[config.mk]
export PLATFORM = sky130hd
export DESIGN_NAME = cpu_clk_ctrl_flat
export DESIGN_NICKNAME = d
export VERILOG_FILES = /design/src/rtl/cpu_clk_ctrl_if.sv /design/src/rtl/cpu_clk_ctrl.sv /design/src/flat_wrapper.sv
export SDC_FILE = /design/constraint.sdc
export NUM_CORES = 1
export LEC_CHECK = 0
export CAP_MARGIN = 10
export CORE_UTILIZATION = 50
export CTS_CLUSTER_SIZE = 40
export DETAILED_ROUTE_END_ITERATION = 10
export DONT_BUFFER_PORTS = 1
export GPL_ROUTABILITY_DRIVEN = 0
export HOLD_SLACK_MARGIN = 0.1
export SYNTH_ARGS = -nofsm -noshare
export SYNTH_HDL_FRONTEND = slang
export SYNTH_SLANG_ARGS = --single-unit
[constraint.sdc]
create_clock -name clk -period 3.25 [get_ports clk]
set_clock_uncertainty 0.2 [all_clocks]
set_input_delay 0.4875 -clock clk [delete_from_list [all_inputs] [get_ports clk]]
set_output_delay 0.4875 -clock clk [all_outputs]
set_load 0.02 [all_outputs]
[src/rtl/cpu_clk_ctrl_if.sv]
// Bus between the CPU clock sequencer and its environment: divider count, mode controls,
// and the generated clock enable, FSM state and cycle count.
interface cpu_clk_ctrl_if;
  logic [31:0] clkdiv;
  logic [1:0]  speed_sel;
  logic        run_en;
  logic        step_btn;
  logic        halt_req;
  logic        clr_cnt;
  logic        cpu_ce;
  logic [1:0]  state;
  logic [31:0] cycle_cnt;

  modport master (
    output clkdiv, speed_sel, run_en, step_btn, halt_req, clr_cnt,
    input  cpu_ce, state, cycle_cnt
  );

  modport slave (
    input  clkdiv, speed_sel, run_en, step_btn, halt_req, clr_cnt,
    output cpu_ce, state, cycle_cnt
  );
endinterface

[src/rtl/cpu_clk_ctrl.sv]
// CPU clock sequencer: issues a one-clk cpu_ce in free-run, halt or debounced single-step
// modes, and counts the pulses issued.
module cpu_clk_ctrl #(
  parameter int unsigned TAP_BASE   = 20,
  parameter int unsigned TAP_STRIDE = 2,
  parameter int unsigned DB_BIT     = 17,
  parameter int unsigned DB_SAMPLES = 4
) (
  input  logic          clk,
  input  logic          rst,
  cpu_clk_ctrl_if.slave bus
);

  localparam int unsigned CntW = $clog2(DB_SAMPLES + 1);

  typedef enum logic [1:0] {
    StHalt    = 2'b00,
    StRun     = 2'b01,
    StStep    = 2'b10,
    StWaitRel = 2'b11
  } state_e;

  state_e          state_q, state_d;
  logic            ce_q, ce_d;
  logic [31:0]     cycle_q, cycle_d;
  logic [1:0]      speed_q;
  logic            tap_q, db_q;
  logic            btn_meta_q, btn_sync_q;
  logic            btn_stable_q, btn_stable_d;
  logic [CntW-1:0] db_cnt_q, db_cnt_d;

  logic [4:0] tap_idx;
  logic       tap, rate_chg, tick, db_strobe, btn_press;

  assign tap_idx   = 5'(TAP_BASE + TAP_STRIDE * 32'(bus.speed_sel));
  assign tap       = bus.clkdiv[tap_idx];
  // A rate change reloads the edge history from the new tap, so it cannot look like an edge.
  assign rate_chg  = (bus.speed_sel != speed_q);
  assign tick      = tap & ~tap_q & ~rate_chg;
  assign db_strobe = bus.clkdiv[DB_BIT] & ~db_q;

  always_comb begin
    db_cnt_d     = db_cnt_q;
    btn_stable_d = btn_stable_q;
    btn_press    = 1'b0;
    if (db_strobe) begin
      if (btn_sync_q != btn_stable_q) begin
        if (db_cnt_q == CntW'(DB_SAMPLES - 1)) begin
          btn_stable_d = ~btn_stable_q;
          db_cnt_d     = '0;
          btn_press    = ~btn_stable_q;
        end else begin
          db_cnt_d = db_cnt_q + 1'b1;
        end
      end else begin
        db_cnt_d = '0;
      end
    end
  end

  always_comb begin
    state_d = state_q;
    ce_d    = 1'b0;
    unique case (state_q)
      StHalt: begin
        if (bus.run_en && !bus.halt_req) begin
          state_d = StRun;
        end else if (btn_press) begin
          state_d = StStep;
          ce_d    = 1'b1;
        end
      end
      StRun: begin
        if (!bus.run_en || bus.halt_req) begin
          state_d = StHalt;
        end else begin
          ce_d = tick;
        end
      end
      StStep:    state_d = StWaitRel;
      StWaitRel: if (!btn_stable_q) state_d = StHalt;
      default:   state_d = StHalt;
    endcase
  end

  always_comb begin
    cycle_d = cycle_q;
    if (bus.clr_cnt) begin
      cycle_d = '0;
    end else if (ce_q) begin
      cycle_d = cycle_q + 32'd1;
    end
  end

  always_ff @(posedge clk or negedge rst) begin
    if (!rst) begin
      state_q      <= StHalt;
      ce_q         <= 1'b0;
      cycle_q      <= '0;
      speed_q      <= '0;
      tap_q        <= 1'b0;
      db_q         <= 1'b0;
      btn_meta_q   <= 1'b0;
      btn_sync_q   <= 1'b0;
      btn_stable_q <= 1'b0;
      db_cnt_q     <= '0;
    end else begin
      state_q      <= state_d;
      ce_q         <= ce_d;
      cycle_q      <= cycle_d;
      speed_q      <= bus.speed_sel;
      tap_q        <= tap;
      db_q         <= bus.clkdiv[DB_BIT];
      btn_meta_q   <= bus.step_btn;
      btn_sync_q   <= btn_meta_q;
      btn_stable_q <= btn_stable_d;
      db_cnt_q     <= db_cnt_d;
    end
  end

  assign bus.cpu_ce    = ce_q;
  assign bus.state     = state_q;
  assign bus.cycle_cnt = cycle_q;

endmodule
[src/flat_wrapper.sv]
// flat-port wrapper written by rule: the top's interface ports become plain ports
module cpu_clk_ctrl_flat 
#(
  parameter int unsigned TAP_BASE   = 20,
  parameter int unsigned TAP_STRIDE = 2,
  parameter int unsigned DB_BIT     = 17,
  parameter int unsigned DB_SAMPLES = 4
)
  (clk, rst, bus_clkdiv, bus_speed_sel, bus_run_en, bus_step_btn, bus_halt_req, bus_clr_cnt, bus_cpu_ce, bus_state, bus_cycle_cnt);
  cpu_clk_ctrl_if bus_i ();
  input  logic clk;
  input  logic rst;
  input wire logic [$bits(bus_i.clkdiv)-1:0] bus_clkdiv;
  input wire logic [$bits(bus_i.speed_sel)-1:0] bus_speed_sel;
  input wire logic [$bits(bus_i.run_en)-1:0] bus_run_en;
  input wire logic [$bits(bus_i.step_btn)-1:0] bus_step_btn;
  input wire logic [$bits(bus_i.halt_req)-1:0] bus_halt_req;
  input wire logic [$bits(bus_i.clr_cnt)-1:0] bus_clr_cnt;
  output wire logic [$bits(bus_i.cpu_ce)-1:0] bus_cpu_ce;
  output wire logic [$bits(bus_i.state)-1:0] bus_state;
  output wire logic [$bits(bus_i.cycle_cnt)-1:0] bus_cycle_cnt;
  assign bus_i.clkdiv = bus_clkdiv;
  assign bus_i.speed_sel = bus_speed_sel;
  assign bus_i.run_en = bus_run_en;
  assign bus_i.step_btn = bus_step_btn;
  assign bus_i.halt_req = bus_halt_req;
  assign bus_i.clr_cnt = bus_clr_cnt;
  assign bus_cpu_ce = bus_i.cpu_ce;
  assign bus_state = bus_i.state;
  assign bus_cycle_cnt = bus_i.cycle_cnt;
  cpu_clk_ctrl #(.TAP_BASE(TAP_BASE), .TAP_STRIDE(TAP_STRIDE), .DB_BIT(DB_BIT), .DB_SAMPLES(DB_SAMPLES)) u_core (.clk(clk), .rst(rst), .bus(bus_i));
endmodule
==> out/results.tsv, run 1 <==
stage	metric	value	unit
global_routing	first-pass GRT wire length	7.45	mm
synthesis	cell type with the highest aggregate area in the netlist	dfrtp_1	
run_status	outcome	finished clean	
cells_and_area	post-route cell area	0.00245	mm2
clocking	H-tree Lvls	2	
floorplanning	initial standard-cell utilization of the core	0.539	
clocking	CTS tree	yes	
synthesis	synthesized-area fraction occupied by adder cells	0.0112	
sta	post-route minimum period	2.37	ns
route	number of DRC markers in iteration 0	106	
flow_run	count of max-cap constraint violations	0	
route	post-route DRC violation count	0	
cells_and_area	Synth-to-Final Area Change	9.85	%
sta	Least-Margin Pin Slew	1.14	ns
clocking	number of buffers on the longest clock path	2	
synthesis	ys flop type	dfrtp_1	
cells_and_area	share of post-route cells with drive strength above 1	0.0696	
floorplanning	die width	68.9	um
power	P per Cell Area	445	mW/mm2
cells_and_area	fillers	372	
worst_setup_path	crit path kind	reg -> reg	
route	detailed-router iteration count before antenna repair	4	
global_routing	largest net degree at the start of global routing	46	
power	sequential share of power	0.555	
synthesis	Post-Synth Simple-Gate Area	0.239	
synthesis	share of the synthesized area in the top cell type	0.504	
worst_setup_path	critical path capture point type	flip-flop	
synthesis	number of synthesized flops with an enable pin	0	
synthesis	Synth Cell Area	0.00223	mm2
synthesis	XOR/XNOR share of the synthesized area	0.0549	
sta	Hold Worst Slack	0.151	ns
power	Peak VDD IR	0.329	mV
worst_setup_path	CP max stage delay	0.62	ns
global_routing	antenna violations before repair	0	
power	proportion of total power due to net switching	0.230	
synthesis	area fraction in compound gates after synthesis	0.141	
synthesis	main combinational cell family by area after synthesis	simple AND/OR/NAND/NOR gates	
synthesis	part of the Yosys area used for sequential elements	0.504	
cells_and_area	Register Area	0.00113	mm2
synthesis	Unique masters post-synth	39	
global_routing	sum of overflow across all layers after global routing	0	
synthesis	multiplexer area fraction after synthesis	0.0146	
cells_and_area	number of diodes added for antenna fixing	0	
power	internal power of the cells	841	uW
sta	final setup violation count	0	
clocking	clock buffers created by TritonCTS	5	
synthesis	warning count from the yosys run	0	
sta	f_max	422	MHz
synthesis	mean post-synth cell area	9.89	um2
synthesis	share of synthesized registers carrying an async set or reset	1.00	
sta	hold violation total from the final report	0	
clocking	Post CTS Setup Buffer Count	0	
sta	RSZ-0062 raised after global routing	false	
synthesis	leading cell types by total area after synthesis	dfrtp_1, a21oi_1, or4_1	
floorplanning	IO Pins	75	
cells_and_area	nets@finish	272	
clocking	hold buffers post-CTS	7	
synthesis	synthesized flop and latch total	45	
cells_and_area	most common cell after layout, fill and taps aside	dfrtp_1	
cells_and_area	count of placed standard cells in the final layout, fillers left out	280	
floorplanning	Die Span Y	68.9	um
worst_setup_path	slowest CP cell	or4_1	
placement	Cell Area, Placed	0.00226	mm2
floorplanning	floorplan die area	0.00474	mm2
sta	Tcrit/Tclk final	0.729	
sta	max-slew headroom at the worst pin	0.237	
clocking	Clock Sink Count	45	
cells_and_area	area of combinational cells with multiple inputs	0.00103	mm2
synthesis	syn nets	268	
clocking	root buf cell	clkbuf_8	
floorplanning	area inside the core boundary	0.00414	mm2
placement	number of placed instances with taps included	266	
synthesis	count of mapped cells out of synthesis	226	
route	post-detailed-routing wire length	4.72	mm
worst_setup_path	Critical Path AT	2.39	ns
placement	Detail Placement HPWL	3.13	mm
power	Sw Pwr	251	uW
sta	count of pins over their slew limit	0	
route	antenna-violating nets left	0	
route	Avg Vias per Cell	6.42	
power	Clock power frac	0.373	
worst_setup_path	CP Data Required Time	3.27	ns
power	leakage power	0.000967	uW
floorplanning	Rows	23	
sta	total negative slack for setup checks	0	ns
worst_setup_path	cells along the critical path	ha_1, o21ai_0, or4_1, or3_1, a21oi_1	
placement	Port Buffer Count	0	
clocking	clock slew at reported path FFs	0.09	ns
worst_setup_path	type of origin of the critical path	flip-flop	
power	combinational share of power	0.072	
worst_hold_path	Tightest Hold Check Type	in -> reg	
clocking	clock insertion delay at the later pin of the skew report	0.30	ns
global_routing	vias in the first global route	1595	
route	via count of the routed design	1798	
route	drt wl/cell	16.9	um
clocking	Post-CTS Resized	0	
cells_and_area	final core occ	0.592	
cells_and_area	top library cells by usage in the layout, fill and taps aside	dfrtp_1, a21oi_1, or4_1, nand2_1	
global_routing	global routing usage summed across all routing layers	0.217	
worst_setup_path	top fanout value on the critical path	7	
path summary, 6_finish.rpt:
check | from | end | slack (ns) | depth (start not counted)
setup / recovery | u_core.bus.cycle_cnt[0] | u_core.bus.cycle_cnt[16] | 0.88 | 5
hold / removal | bus_clr_cnt | u_core.bus.cycle_cnt[30] | 0.15 | 1
setup reg to reg | u_core.bus.cycle_cnt[0] | u_core.bus.cycle_cnt[16] | 0.88 | 5
hold reg to reg | u_core.btn_meta_q | u_core.btn_sync_q | 0.15 | 0
max in group asynchronous | rst | u_core.db_q | 2.16 | 2
min in group asynchronous | rst | u_core.bus.cycle_cnt[24] | 0.48 | 2
state kept, by name (all words and copies together), names as in the netlist, 2 cells and up:
| signal | flops |
|---|---|
| u_core.bus.state | 2 |
| u_core.speed_q | 2 |
| u_core.db_cnt_q | 3 |
| u_core.bus.cycle_cnt | 32 |
worst max-delay path, delay by kind of cell, from the launching register on:
kind	cells	cell delay, ns
and+or+nand+nor	2	1.01
DFF	1	0.58
adders and majority gates	1	0.28
AOI/OAI and AO/OA	2	0.23
power by group through the flow:
stage	clock network (uW)	registers (uW)	logic, uW
after floorplan	0	612	50.1
after global placement	0	615	47.8
after detailed placement	0	618	53.9
after CTS	418	607	81.2
after global routing	442	611	90.4
final	408	606	78.2
cell usage after synthesis (all sizes together) (2+ instances only):
library cell / count
nor3: 3
ha: 2
buf: 5
xnor2: 10
nor4: 4
and3: 7
o31ai: 12
or4: 15
nand2: 13
a21oi: 22
or3: 6
dfrtp: 45
nor2b: 3
nor2: 12
and4: 3
o21ai: 11
xor2: 4
nand4: 7
inv: 8
clkbuf: 7
nand4b: 3
nand3: 12
layout make-up:
cell class | instances | area share
Clock buffer | 5 | 0.0280
Clock inverter | 2 | 0.0143
Inverter | 8 | 0.0122
Multi-Input combinational cell | 161 | 0.419
Sequential cell | 45 | 0.459
Tap cell | 50 | 0.0255
Timing Repair Buffer | 9 | 0.0418
stage by stage:
stage,setup slack [ns],total power (uW)
finish,0.881,1090
global route,0.680,1140
CTS,0.866,1110
detailed placement,0.911,672
global placement,0.934,663
floorplan,1.09,662
logic make-up (layout without fill, tap and decap cells):
| group | Yosys count | in the layout |
|---|---|---|
| simple gates | 91 | 91 |
| compound gates | 52 | 52 |
| flops | 45 | 45 |
| buf+inv | 20 | 24 |
| xor+xnor | 14 | 14 |
| fa+ha+maj | 2 | 2 |
| mux | 2 | 2 |
metal layers:
metal  track usage  vias up  wire length [um]
met4        0.0689        0                27
met3        0.0658        3               283
met2         0.341       57              2300
met1         0.284      890              2110
met5             0        -                 0
li1              -      848                 -
Note: power is estimated with default switching activity, not from simulation.
==> run 2, diff against run 1 <==
--- a/config.mk
+++ b/config.mk
@@ -12,6 +12,7 @@
 export DONT_BUFFER_PORTS = 1
 export GPL_ROUTABILITY_DRIVEN = 0
 export HOLD_SLACK_MARGIN = 0.1
+export PLACE_DENSITY = 0.68
 export SYNTH_ARGS = -nofsm -noshare
 export SYNTH_HDL_FRONTEND = slang
 export SYNTH_SLANG_ARGS = --single-unit
==> constraint.sdc (replaced) <==
create_clock -name clk -period 2.07 [get_ports clk]
set_clock_uncertainty 0.2 [all_clocks]
set_input_delay 0.3105 -clock clk [delete_from_list [all_inputs] [get_ports clk]]
set_output_delay 0.3105 -clock clk [all_outputs]
set_load 0.02 [all_outputs]
==> out/results.tsv, run 2 (same netlist as run 1, synthesis figures left out) <==
stage	metric	value	unit	change
run_status	outcome	finished clean		
global_routing	largest net degree at the start of global routing	46		unchanged
global_routing	global routing usage summed across all routing layers	0.247		+0.0304
worst_setup_path	CP max stage delay	0.52	ns	-0.10 ns
worst_setup_path	cells along the critical path	o2111a_1, nand3_1, buf_4, or4_1, a21oi_1		
clocking	clock buffers created by TritonCTS	5		unchanged
cells_and_area	number of flip-flops in the largest register	32		unchanged
global_routing	sum of overflow across all layers after global routing	0		unchanged
power	Peak VDD IR	0.598	mV	+82%
sta	f_max	507	MHz	+20%
global_routing	M1 GR Usage	0.291		+0.00679
route	drt wl/cell	16.2	um	-3.8%
clocking	H-tree Lvls	2		unchanged
cells_and_area	most common cell after layout, fill and taps aside	dfrtp_1		
route	Avg Vias per Cell	6.09		-5.2%
sta	hold violation total from the final report	0		unchanged
floorplanning	die width	68.9	um	unchanged
route	detailed-router iteration count before antenna repair	4		unchanged
clocking	clock slew at reported path FFs	0.08	ns	about the same
worst_setup_path	critical path capture point type	flip-flop		
global_routing	vias in the first global route	1880		+18%
power	leakage power	0.00117	uW	+21%
worst_hold_path	Tightest Hold Check Type	in -> reg		
worst_setup_path	slowest CP cell	or4_1		
cells_and_area	top library cells by usage in the layout, fill and taps aside	dfrtp_1, buf_4, a21oi_1, or4_1, nand2_1		
global_routing	antenna violations before repair	0		unchanged
global_routing	most heavily used metal layer in global routing	met2		
worst_setup_path	launching instance or port of the critical path	u_core.bus.cycle_cnt[3]		
placement	Detail Placement HPWL	3.57	mm	+14%
cells_and_area	number of diodes added for antenna fixing	0		unchanged
worst_setup_path	Critical path destination	u_core.bus.cycle_cnt[31]		
sta	Hold Worst Slack	0.116	ns	-0.0355 ns
cells_and_area	nets@finish	313		+15%
global_routing	first-pass GRT wire length	8.36	mm	+12%
clocking	clock insertion delay at the later pin of the skew report	0.30	ns	about the same
placement	Port Buffer Count	0		unchanged
worst_setup_path	type of origin of the critical path	flip-flop		
flow_run	count of max-cap constraint violations	0		unchanged
global_routing	met2 Track Usage GR	0.417		+0.0765
sta	Least-Margin Pin Slew	0.505	ns	-0.636 ns
floorplanning	floorplan die area	0.00474	mm2	unchanged
global_routing	met3 layer usage reported by global route	0.0757		+0.00987
sta	Tcrit/Tclk final	0.953		+0.224
clocking	root buf cell	clkbuf_8		
clocking	CTS tree	yes		
floorplanning	Rows	23		unchanged
route	number of DRC markers in iteration 0	161		+52%
cells_and_area	Synth-to-Final Area Change	24.6	%	
worst_setup_path	top fanout value on the critical path	25		+18
sta	post-route minimum period	1.97	ns	-0.398 ns
route	via count of the routed design	1961		+9.1%
floorplanning	IO Pins	75		unchanged
route	antenna-violating nets left	0		unchanged
power	P per Cell Area	583	mW/mm2	+31%
clocking	number of buffers on the longest clock path	2		unchanged
clocking	Clock Sink Count	45		unchanged
cells_and_area	Register Area	0.00113	mm2	+0.67%
worst_setup_path	crit path kind	reg -> reg		
floorplanning	Die Span Y	68.9	um	unchanged
cells_and_area	fillers	321		-14%
cells_and_area	share of post-route cells with drive strength above 1	0.221		+0.151
power	Final Power	1620	uW	+49%
sta	final setup violation count	0		unchanged
worst_setup_path	capture point of the worst reg-to-reg path	u_core.bus.cycle_cnt[31]		
clocking	Post CTS Setup Buffer Count	0		unchanged
worst_setup_path	setup slack on the worst flop-to-flop path	0.1	ns	-0.78 ns
sta	count of pins over their slew limit	0		unchanged
route	post-route DRC violation count	0		unchanged
route	post-detailed-routing wire length	5.22	mm	+11%
worst_hold_path	hold path start	bus_clkdiv[17]		
floorplanning	area inside the core boundary	0.00414	mm2	unchanged
worst_setup_path	CP Data Required Time	2.10	ns	-1.17 ns
worst_setup_path	startpoint of the lowest-slack register-to-register path	u_core.bus.cycle_cnt[3]		
cells_and_area	area of combinational cells with multiple inputs	0.00104	mm2	+0.85%
sta	max-slew headroom at the worst pin	0.663		+0.426
floorplanning	initial standard-cell utilization of the core	0.539		unchanged
worst_setup_path	cell depth of the worst flop-to-flop path	5		unchanged
worst_setup_path	Critical Path AT	2.00	ns	-0.39 ns
[run 2: changes by cell type in the layout (fill, tap and decap cells not counted), moves of 2 or more]
cell / delta
dlygate4sd3_1: +3
clkbuf_1: +2
dfrtp_1: -6
dfrtp_2: +6
buf_4: +36
[run 2: power breakdown]
group	internal [uW]	total [uW]	switching [uW]
combinational	64.8	142	77.3
clock	239	531	292
sequential	915	949	34.2
[run 2: area by class of cell]
type                            count  area share
Sequential cell                    45       0.407
Multi-Input combinational cell    161       0.373
Timing Repair Buffer               50       0.156
Clock buffer                        7      0.0274
Tap cell                           50      0.0225
Inverter                            8      0.0108
Clock inverter                      1     0.00270
[run 2: how the worst min path moves through the flow]
stage               cells past startpoint  slack (ns)                        to
finish                                  3        0.12        u_core.db_cnt_q[1]
floorplan                               0       -0.19         u_core.btn_meta_q
global route                            3        0.13        u_core.db_cnt_q[1]
global placement                        0       -0.18  u_core.bus.cycle_cnt[25]
CTS                                     3        0.11        u_core.db_cnt_q[1]
detailed placement                      0       -0.18  u_core.bus.cycle_cnt[25]
[run 2: worst max-delay path, delay by kind of cell (launching register included)]
family	cells	cell delay, ns
flops	1	0.46
simple gates	2	0.60
compound gates	2	0.41
buf+inv	1	0.22
[run 2: metal layers]
metal	vias up	part of all wire
li1	929	-
met4	0	0.016
met3	8	0.043
met2	40	0.51
met5	-	0
met1	984	0.43
[run 2: per-stage QoR]
stage	utilization	cell area (um2)	cells	worst slack (ns)	setup TNS (ns)
5_1_grt	0.672	2780	322	-0.000723	-0.00112
4_1_cts	0.669	2770	322	0.00682	0
2_1_floorplan	-	2240	226	0.00342	0
6_report	0.672	2780	322	0.0983	0
3_5_place_dp	0.613	2540	302	0.0350	0
3_3_place_gp	0.613	2540	302	0.0906	0
[run 2: what timing repair did]
item / in CTS / in global routing
setup endpoints to repair: 0 / 9
hold buffers: 12 / 0
endpoints found under the hold margin: 86 / 0
gates resized for setup: 0 / 3
==> RTL change: new RTL, settings of run 1 <==
`DB_SAMPLES` is set to 4 in 2 places; all go to 2.
--- a/src/rtl/cpu_clk_ctrl.sv
+++ b/src/rtl/cpu_clk_ctrl.sv
@@ -4,7 +4,7 @@
   parameter int unsigned TAP_BASE   = 20,
   parameter int unsigned TAP_STRIDE = 2,
   parameter int unsigned DB_BIT     = 17,
-  parameter int unsigned DB_SAMPLES = 4
+  parameter int unsigned DB_SAMPLES = 2
 ) (
   input  logic          clk,
   input  logic          rst,
--- a/src/flat_wrapper.sv
+++ b/src/flat_wrapper.sv
@@ -4,7 +4,7 @@
   parameter int unsigned TAP_BASE   = 20,
   parameter int unsigned TAP_STRIDE = 2,
   parameter int unsigned DB_BIT     = 17,
-  parameter int unsigned DB_SAMPLES = 4
+  parameter int unsigned DB_SAMPLES = 2
 )
   (clk, rst, bus_clkdiv, bus_speed_sel, bus_run_en, bus_step_btn, bus_halt_req, bus_clr_cnt, bus_cpu_ce, bus_state, bus_cycle_cnt);
   cpu_clk_ctrl_if bus_i ();
Check against the original RTL: not equivalent (Yosys sat finds a counterexample within 10 cycles, from zero or initial values and one cycle with rst low).
==> RTL change against run 1 <==
- global-route usage decreased by 0.20 points
- area after synthesis decreased by 5.4%
- clock power decreased by 14%
- setup slack got worse by 0.22 ns
- sequential cell count decreased by 1
- hold slack about the same
- total power decreased by 5.0%
- wire length decreased by 7.5%
- design area decreased by 6.0%
- highest routed layer unchanged
==> RTL change: results (changes against run 1) <==
[global_routing]
grt_util_met2 = 0.356  ; was 0.341
grt_usage = 0.214  ; was 0.217
grt_max_degree = 45  ; was 46
grtUsageMet1 = 0.248  ; was 0.284

[placement]
dp_hpwl_mm = 2.88  ; was 3.13 mm
placed_area_um2 = 2140  ; was 2260 um^2
pre_cts_slack_ns = 0.710  ; was 0.911 ns

[worst_hold_path]
holdCritStartpoint = u_core.btn_meta_q  ; was bus_clr_cnt
hold_class = reg -> reg  ; was in -> reg

[sta]
hold_ws_ns = 0.152  ; was 0.151 ns

[yosys]
ys_types = 32  ; was 39
synth_nets = 249  ; was 268
yosys-top-cells-area = dfrtp_1 52%, or4_1 5.0%, a21oi_1 4.7%, o31ai_1 3.9%, xnor2_1 3.7%  ; was dfrtp_1 50%, a21oi_1 4.9%, or4_1 4.7%, o31ai_1 4.0%, xnor2_1 3.9%
ys_seq_area_frac = 0.521  ; was 0.504

[critical_path]
worstSetupEndpoint = u_core.bus.cycle_cnt[21]  ; was u_core.bus.cycle_cnt[16]
reg2reg_depth = 4  ; was 5
max_stage_delay_ns = 0.76  ; was 0.62 ns
arrival_ns = 2.60  ; was 2.39 ns
critPathMaxFanout = 12  ; was 7
worstReg2RegStart = u_core.bus.cycle_cnt[8]  ; was u_core.bus.cycle_cnt[0]

[outcome]
status = completed  ; unchanged

[routing]
drtIter0Drc = 114  ; was 106
num_vias = 1674  ; was 1798

[finish]
final-clk-cell-share = 0.0401  ; was 0.0423
n_all_buffers = 8  ; was 9
final_cells = 264  ; was 280
regArea_um2 = 1100  ; was 1130 um^2
multi_input_cells = 149  ; was 161
seq_area_frac = 0.477  ; was 0.459
multi_input_area_um2 = 946  ; was 1030 um^2
fill_cells = 345  ; was 372

[pwr]
sw_frac_of_total = 0.248  ; was 0.230

[floorplan]
die-area_um2 = 4490  ; was 4740 um^2

RTL change: kinds of logic after synthesis:
group	Yosys count	synth area share
AOI/OAI and AO/OA	45	0.123
xor gates and xnor gates	14	0.0580
adders and majority gates	1	0.00592
buffers and inverters	15	0.0314
DFF	44	0.521
muxes	5	0.0314
and+or+nand+nor	84	0.229
RTL change: what timing repair did:
action	4_1_cts	5_1_grt
endpoints found under the setup margin	0	0
endpoints found under the hold margin	79	0
gates resized for setup	0	0
hold buffers	7	0
buffers inserted	0	0
RTL change: routing by layer:
metal	part of all wire	up-vias
met4	0.0082	0
met1	0.44	824
met2	0.47	57
li1	-	788
met3	0.084	5
met5	0	-
RTL change: power by group through the flow:
stage	clock (uW)	combinational, uW	sequential, uW
floorplan	0	50.8	618
global placement	0	47.1	624
detailed placement	0	48.8	625
CTS	360	74.5	614
global route	385	83.1	619
finish	351	72.5	614
